**src/rtl/sb_port_arbiter.sv**
```systemverilog
// Round-robin arbiter sharing one hard-IP system-bus port between two requesters.
// One transaction is in flight at a time; a missing ack ends the access with an error.
module sb_port_arbiter #(
    parameter int TIMEOUT = 255,
    parameter int CNT_W   = 16
) (
    input  logic       clock,
    input  logic       reset,
    input  logic       req0_valid,
    input  logic       req0_write,
    input  logic [7:0] req0_addr,
    input  logic [7:0] req0_wdata,
    output logic [7:0] req0_rdata,
    output logic       req0_ready,
    output logic       req0_err,
    input  logic       req1_valid,
    input  logic       req1_write,
    input  logic [7:0] req1_addr,
    input  logic [7:0] req1_wdata,
    output logic [7:0] req1_rdata,
    output logic       req1_ready,
    output logic       req1_err,
    output logic       sb_stb,
    output logic       sb_rw,
    output logic [7:0] sb_adr,
    output logic [7:0] sb_dati,
    input  logic [7:0] sb_dato,
    input  logic       sb_ack,
    output logic [7:0] timeout_cnt
);

    typedef enum logic [1:0] {
        IDLE = 2'd0,
        BUSY = 2'd1,
        DONE = 2'd2
    } state_t;

    localparam logic [CNT_W-1:0] CNT_LAST = CNT_W'(TIMEOUT - 1);

    state_t           state_q, state_d;
    logic             grant_q, grant_d;
    logic             ptr_q, ptr_d;
    logic [CNT_W-1:0] cnt_q, cnt_d;
    logic             sb_stb_q, sb_stb_d;
    logic             sb_rw_q, sb_rw_d;
    logic [7:0]       sb_adr_q, sb_adr_d;
    logic [7:0]       sb_dati_q, sb_dati_d;
    logic [7:0]       req0_rdata_q, req0_rdata_d;
    logic             req0_ready_q, req0_ready_d;
    logic             req0_err_q, req0_err_d;
    logic [7:0]       req1_rdata_q, req1_rdata_d;
    logic             req1_ready_q, req1_ready_d;
    logic             req1_err_q, req1_err_d;
    logic [7:0]       timeout_cnt_q, timeout_cnt_d;
    logic             win;
    logic             finish;
    logic             fail;

    always_comb begin
        state_d       = state_q;
        grant_d       = grant_q;
        ptr_d         = ptr_q;
        cnt_d         = cnt_q;
        sb_stb_d      = sb_stb_q;
        sb_rw_d       = sb_rw_q;
        sb_adr_d      = sb_adr_q;
        sb_dati_d     = sb_dati_q;
        req0_rdata_d  = req0_rdata_q;
        req0_ready_d  = 1'b0;
        req0_err_d    = req0_err_q;
        req1_rdata_d  = req1_rdata_q;
        req1_ready_d  = 1'b0;
        req1_err_d    = req1_err_q;
        timeout_cnt_d = timeout_cnt_q;
        win           = 1'b0;
        finish        = 1'b0;
        fail          = 1'b0;

        case (state_q)
            IDLE: begin
                if (req0_valid || req1_valid) begin
                    // Pointer only matters when both ask; a lone requester always wins.
                    win       = (req0_valid && req1_valid) ? ptr_q : req1_valid;
                    grant_d   = win;
                    sb_rw_d   = win ? req1_write : req0_write;
                    sb_adr_d  = win ? req1_addr  : req0_addr;
                    sb_dati_d = win ? req1_wdata : req0_wdata;
                    sb_stb_d  = 1'b1;
                    cnt_d     = '0;
                    state_d   = BUSY;
                end
            end
            BUSY: begin
                cnt_d = cnt_q + CNT_W'(1);
                if (sb_ack) begin
                    finish = 1'b1;
                end else if (cnt_q == CNT_LAST) begin
                    finish        = 1'b1;
                    fail          = 1'b1;
                    timeout_cnt_d = (timeout_cnt_q == 8'hFF) ? 8'hFF : timeout_cnt_q + 8'd1;
                end
                if (finish) begin
                    sb_stb_d = 1'b0;
                    state_d  = DONE;
                    if (grant_q) begin
                        req1_ready_d = 1'b1;
                        req1_err_d   = fail;
                        if (!sb_rw_q) req1_rdata_d = fail ? 8'hFF : sb_dato;
                    end else begin
                        req0_ready_d = 1'b1;
                        req0_err_d   = fail;
                        if (!sb_rw_q) req0_rdata_d = fail ? 8'hFF : sb_dato;
                    end
                end
            end
            DONE: begin
                cnt_d   = '0;
                ptr_d   = ~grant_q;
                state_d = IDLE;
            end
            default: begin
                state_d  = IDLE;
                sb_stb_d = 1'b0;
            end
        endcase
    end

    // Reset aborts any access in flight without a completion pulse.
    always_ff @(posedge clock or negedge reset) begin
        if (!reset) begin
            state_q       <= IDLE;
            grant_q       <= 1'b0;
            ptr_q         <= 1'b0;
            cnt_q         <= '0;
            sb_stb_q      <= 1'b0;
            sb_rw_q       <= 1'b0;
            sb_adr_q      <= 8'h00;
            sb_dati_q     <= 8'h00;
            req0_rdata_q  <= 8'h00;
            req0_ready_q  <= 1'b0;
            req0_err_q    <= 1'b0;
            req1_rdata_q  <= 8'h00;
            req1_ready_q  <= 1'b0;
            req1_err_q    <= 1'b0;
            timeout_cnt_q <= 8'h00;
        end else begin
            state_q       <= state_d;
            grant_q       <= grant_d;
            ptr_q         <= ptr_d;
            cnt_q         <= cnt_d;
            sb_stb_q      <= sb_stb_d;
            sb_rw_q       <= sb_rw_d;
            sb_adr_q      <= sb_adr_d;
            sb_dati_q     <= sb_dati_d;
            req0_rdata_q  <= req0_rdata_d;
            req0_ready_q  <= req0_ready_d;
            req0_err_q    <= req0_err_d;
            req1_rdata_q  <= req1_rdata_d;
            req1_ready_q  <= req1_ready_d;
            req1_err_q    <= req1_err_d;
            timeout_cnt_q <= timeout_cnt_d;
        end
    end

    assign sb_stb      = sb_stb_q;
    assign sb_rw       = sb_rw_q;
    assign sb_adr      = sb_adr_q;
    assign sb_dati     = sb_dati_q;
    assign req0_rdata  = req0_rdata_q;
    assign req0_ready  = req0_ready_q;
    assign req0_err    = req0_err_q;
    assign req1_rdata  = req1_rdata_q;
    assign req1_ready  = req1_ready_q;
    assign req1_err    = req1_err_q;
    assign timeout_cnt = timeout_cnt_q;

endmodule

```
**config.mk**
```make
export PLATFORM = sky130hd
export DESIGN_NAME = sb_port_arbiter
export DESIGN_NICKNAME = d
export VERILOG_FILES = /design/src/rtl/sb_port_arbiter.sv
export SDC_FILE = /design/constraint.sdc
export NUM_CORES = 1
export LEC_CHECK = 0
export CAP_MARGIN = 20
export CORE_MARGIN = 1
export CORE_UTILIZATION = 40
export DETAILED_ROUTE_END_ITERATION = 10
export PLACE_DENSITY = 0.69
export SETUP_SLACK_MARGIN = 0.15
export SYNTH_ARGS = -nofsm -noshare
export SYNTH_HDL_FRONTEND = slang
export SYNTH_SLANG_ARGS = --single-unit
```
**constraint.sdc**
```tcl
create_clock -name clock -period 2.2 [get_ports clock]
set_input_delay 0.44 -clock clock [delete_from_list [all_inputs] [get_ports clock]]
set_output_delay 0.44 -clock clock [all_outputs]
set_load 0.01 [all_outputs]
```
==> flow_summary.toml, run 1 <==
[run_status]
status = "completed"

[grt]
grt_util_met2 = 0.292
grt-busiest-layer = "met2"
grt_pass1_wl_mm = 12.8
grt_max_degree = 67
antenna_found_initial = 0
use_met3 = 0.0611
grt_util_met1 = 0.256
track_usage = 0.194
grt-ovfl-total = 0
grt_pass1_vias = 2688

[placed_design]
dp_hpwl_mm = 5.22
gp_congestion = 0.801
port_buffers = 92
pre_cts_ws_ps = 266

[floorplan]
dieArea_um2 = 8380
core_area_um2 = 7730
start_util = 0.415
die_w_um = 91.6
ios = 93
die_h_um = 91.6
rows = 32

[critical_path]
cp-end-kind = "flip-flop"
crit_arrival_ps = 2170
critPathMaxFanout = 19
crit_path_max_incr_delay_ps = 550
critPathBufInv = 0
cp_slowest_cell = "dfrtp_1"
worstPathCellList = "nand2b_4, or3_1, a21oi_4, o22a_1"
required_ps = 2490
crit_type = "flip-flop to flip-flop"
startpoint_type = "flip-flop"
crit_family = "simple AND/OR/NAND/NOR gates"

[cts]
clock_tree.root_cell = "clkbuf_8"
post_cts_resized = 0
ctsLongestPathBuffers = 2
htree_levels = 3
numCtsBuffers = 9
cts_tree = "yes"
clk_latency_ps = 340
hold_buffers = 0
clkTransAtPathRegs_ps = 70
clock-sinks = 66
cts_setup_buffers = 0

[sta]
slew_violations = 0
finalCritPeriodShare = 0.859
rsz0062_at_grt = "no"
finalCriticalPeriod_ps = 1890
hold_viol = 0
finalSetupTns_ps = 0
slew_headroom = 0.624
skew_ps = 10.7
timing.fmax_mhz = 529
worst_slew_pin_slew_ps = 560
fin_ws_ps = 311
setup_violations = 0

[finish]
layout.nets = 456
insertedDiodeCount = 0
layout-drive-gt1-share = 0.0949
layout_commonest_cell = "clkdlybuf4s50_1"
area_growth_pct = 38.6
layout_common_cells = "91 x clkdlybuf4s50_1, 66 x dfrtp_1, 30 x nor2_1"

[yosys]
ys_types = 49
yosys_register_bits = 66
synth_cells = 310
ys_warn_count = 0
avgSynthCellArea_um2 = 10.3
syn_area_um2 = 3210
synthesis.nets = 360
synth_ff_type = "dfrtp_1"
synth-seq-area-share = 0.515
synth_edf_count = 0
async_flop_share = 1.00

[power_and_ir_drop]
ir_drop_mv = 0.538
power.total_w = 0.00470
powerDensity_nw_per_um2 = 1060
leakage_nw = 1.86

[drt]
drc = 0
vias = 2791
post_drt_via_cell_ratio = 5.44
firstDrtPassIters = 4
drtIter0Drc = 143
route.detailed.wl_per_inst_um = 14.7
drt_wl_total_mm = 7.56
ant_nets = 0

[run]
maxCapViolCount = 0

[worst_hold_path]
holdCritPathClass = "input port to async pin"
==> cell families (layout without fill, tap and decap cells) <==
logic type / Yosys count / count (layout) / share of synthesized area
flops: 66 / 66 / 0.515
mux: 19 / 19 / 0.0597
simple gates: 98 / 98 / 0.165
buf+inv: 29 / 130 / 0.0468
fa+ha+maj: 3 / 3 / 0.0117
compound gates: 95 / 95 / 0.202
==> stage by stage <==
step           cells  cell area (um2)   util  hold slack, ps
3_3_place_gp     497             4250  0.550             488
4_1_cts          513             4430  0.574             115
2_1_floorplan    310             3210      -             144
5_1_grt          513             4450  0.575             123
6_report         513             4450  0.575            92.1
3_5_place_dp     497             4250  0.550             482
==> synthesized netlist by cell type, types with 2 or more instances <==
cell	count	area share
a21oi_4	2	0.010
ha_1	3	0.012
a22o_1	2	0.0055
mux2i_1	18	0.056
and3_1	7	0.014
a21oi_1	26	0.041
buf_2	6	0.0094
dfrtp_1	66	0.51
o22a_1	16	0.044
clkbuf_1	4	0.0047
o32ai_1	3	0.0082
nand2_1	21	0.025
nor4_1	3	0.0059
and4_1	3	0.0082
nor4_2	2	0.0078
nand4_1	6	0.012
o211ai_1	4	0.0094
o21ai_0	14	0.022
buf_6	4	0.014
a211o_1	2	0.0055
a21o_1	2	0.0047
or3_1	2	0.0039
nand3_1	6	0.0094
nor2_1	30	0.035
nand2b_1	9	0.018
o22ai_1	2	0.0039
inv_1	13	0.015
a31oi_1	13	0.025
==> registers in the layout, summed over array words and instances (netlist names), 2 cells and up <==
register,count
cnt_q,16
req0_rdata,8
req1_rdata,8
sb_adr,8
sb_dati,8
timeout_cnt,8
state_q,2
==> layer usage <==
layer  share of wire  up-vias
li1                -     1336
met1            0.45     1324
met2            0.46      119
met3           0.081       12
met4           0.013        0
met5               0        -
==> final timing paths <==
kind / startpoint / endpoint / slack [ps] / cells past startpoint
min in group clock: req0_err$_DFFE_PN0P_ / req0_err$_DFFE_PN0P_ / 510 / 1
setup / recovery: state_q[0]$_DFFE_PN0P_ / req1_rdata[7]$_DFFE_PN0P_ / 310 / 4
max in group asynchronous: reset / cnt_q[0]$_DFFE_PN0P_ / 1800 / 2
setup reg to reg: state_q[0]$_DFFE_PN0P_ / req1_rdata[7]$_DFFE_PN0P_ / 310 / 4
hold reg to reg: req0_err$_DFFE_PN0P_ / req0_err$_DFFE_PN0P_ / 510 / 1
hold / removal: reset / cnt_q[9]$_DFFE_PN0P_ / 90 / 2
==> final cells by class <==
| type | count | area [um2] |
|---|---|---|
| Clock buffer | 10 | 138 |
| Clock inverter | 6 | 42.5 |
| Timing Repair Buffer | 101 | 1010 |
| Tap cell | 102 | 128 |
| Fill cell | 674 | 3280 |
| Inverter | 13 | 48.8 |
| Sequential cell | 66 | 1650 |
| Multi-Input combinational cell | 215 | 1430 |
==> power breakdown <==
group | switching [W] | total [W] | internal (W)
registers | 0.000264 | 0.00184 | 0.00158
clock network | 0.000491 | 0.000930 | 0.000439
logic | 0.000889 | 0.00192 | 0.00103
Power figures use the tool's default switching activity.
==> run 2, diff against run 1 <==
SLEW_MARGIN = 20   (was unset)
==> results of run 2 <==
The final DEF is identical to that of run 1; final timing and power are the same.
==> run 3, diff against run 2 <==
ABC_AREA = 1   (was unset)
CAP_MARGIN = 15   (was 20)
PLACE_DENSITY = 0.8   (was 0.69)
==> flow_summary.toml, run 3 <==
[yosys]
syn_area_um2 = 3270
synth-seq-area-share = 0.505
yosys-top-cells-area = "dfrtp_1 51%, nand2_1 15%, o21ai_0 7.2%, nand3_1 5.4%, nor2_1 4.8%"
synth_cells = 415
synthTopCellsByCount = "127 x nand2_1, 66 x dfrtp_1, 47 x o21ai_0"
synth_edf_count = 0
synth.top_cell.area_share = 0.505
yosys_register_bits = 66
ys_types = 31
avgSynthCellArea_um2 = 7.88
yosysMostFrequentCell = "nand2_1"
yosysTopAreaCell = "dfrtp_1"
async_flop_share = 1.00
ys_warn_count = 0
synth_ff_type = "dfrtp_1"
synthesis.nets = 465

[grt]
track_usage = 0.214
grt_max_degree = 29
antenna_found_initial = 0
grt_pass1_wl_mm = 14.2
grt_pass1_vias = 3069
grt-ovfl-total = 0

[cts]
clock-sinks = 66
hold_buffers = 0
htree_levels = 3
clk_latency_ps = 350
ctsLongestPathBuffers = 2
numCtsBuffers = 9
clock_tree.root_cell = "clkbuf_8"
cts_setup_buffers = 0
post_cts_resized = 0
clkTransAtPathRegs_ps = 80
cts_tree = "yes"

[placed_design]
port_buffers = 92
dp_hpwl_mm = 6.41
gp_congestion = 0.864
post_dp_cell_area_um2 = 4350

[floorplan]
core_area_um2 = 7810
dieArea_um2 = 8540
die_h_um = 92.4
die_w_um = 92.4
ios = 93
rows = 32
start_util = 0.419

[sta]
finalSetupTns_ps = 0
finalCriticalPeriod_ps = 1840
timing.fmax_mhz = 544
rsz0062_at_grt = "no"
finalCritPeriodShare = 0.835
worst_slew_pin_slew_ps = 588
worst_hold_slack_ps = 85.3
setup_violations = 0
slew_violations = 0
skew_ps = 11.1
hold_viol = 0
slew_headroom = 0.608

[power_and_ir_drop]
powerDensity_nw_per_um2 = 1040
ir_drop_mv = 0.710
leakage_nw = 2.13

[finish]
final_area_um2 = 4550
insertedDiodeCount = 0
layout_common_cells = "127 x nand2_1, 91 x clkdlybuf4s50_1, 66 x dfrtp_1"
finish.utilization = 0.583
area_growth_pct = 39.2
fill_cells = 692
layout.nets = 568
seqCellArea_um2 = 1650
largest_register_ffs = 16
largest_register = "cnt_q"
layout_commonest_cell = "nand2_1"
layout-drive-gt1-share = 0.0822
multi_input_area_um2 = 1440

[run]
maxCapViolCount = 0

[critical_path]
startpoint_type = "flip-flop"
crit_arrival_ps = 1400
cp-end-kind = "primary output"
required_ps = 1760
worstPathCellList = "clkdlybuf4s50_1"
ff2ff_path_depth = 9
crit_path_max_incr_delay_ps = 590
critPathBufInv = 1
r2r_slack_ps = 430
r2r-end = "timeout_cnt[0]$_DFFE_PN0P_"
path_depth = 1
crit_family = "buffers and inverters"
crit_end = "timeout_cnt[4]"
critPathLaunch = "timeout_cnt[4]$_DFFE_PN0P_"
cp_slowest_cell = "clkdlybuf4s50_1"
crit_type = "flip-flop to primary output"
critPathMaxFanout = 6
r2r-start = "cnt_q[0]$_DFFE_PN0P_"

[drt]
vias = 3206
drt_wl_total_mm = 8.71
firstDrtPassIters = 5
drc = 0
ant_nets = 0
drtIter0Drc = 214
route.detailed.wl_per_inst_um = 13.9
post_drt_via_cell_ratio = 5.13

[worst_hold_path]
holdCritPathClass = "input port to async pin"

[run_status]
status = "completed"
==> run 3: metrics by stage <==
stage / power [W] / std cells / worst slack (ps)
final: 0.00475 / 625 / 362
after CTS: 0.00476 / 625 / 347
after global routing: 0.00503 / 625 / 287
after global placement: 0.00363 / 609 / 301
after floorplan: 0.00267 / 415 / 760
after detailed placement: 0.00370 / 609 / 160
==> run 3: worst min path at each step <==
stage,to,cells after the start,startpoint
floorplan,cnt_q[0]$_DFFE_PN0P_,0,reset
CTS,sb_dati[6]$_DFFE_PN0P_,1,reset
global placement,req1_err$_DFFE_PN0P_,2,req1_err$_DFFE_PN0P_
global route,sb_dati[6]$_DFFE_PN0P_,1,reset
detailed placement,req1_err$_DFFE_PN0P_,2,req1_err$_DFFE_PN0P_
finish,sb_dati[6]$_DFFE_PN0P_,1,reset
==> run 3: power breakdown <==
part / leakage, nW / internal [W] / total [W] / switching [W]
clock network: 0.106 / 0.000556 / 0.00105 / 0.000496
logic: 1.18 / 0.000891 / 0.00186 / 0.000971
registers: 0.841 / 0.00157 / 0.00183 / 0.000261
total: 2.13 / 0.00302 / 0.00475 / 0.00173
==> run 3: area by class of cell <==
class,instances,share of cell area
flip-flops and latches,66,0.363
clock buffers,10,0.0303
well taps,102,0.0281
inverters,40,0.0330
clock inverters,6,0.0146
multi-input cells,302,0.315
repair buffers,99,0.216
==> run 3: layer usage <==
layer  track usage  wire length, um  up-vias  part of all wire
li1              -                -     1553                 -
met1         0.253             3600     1534              0.41
met2         0.374             4480      108              0.51
met3        0.0575              493       11             0.057
met4        0.0729              139        0             0.016
met5             0                0        -                 0
==> run 3: kinds of logic after synthesis <==
family,count (synthesis),share of synthesized area
AOI/OAI and AO/OA,71,0.121
xor gates and xnor gates,5,0.0134
adders and majority gates,3,0.0115
buffers and inverters,47,0.0574
DFF,66,0.505
and+or+nand+nor,223,0.291
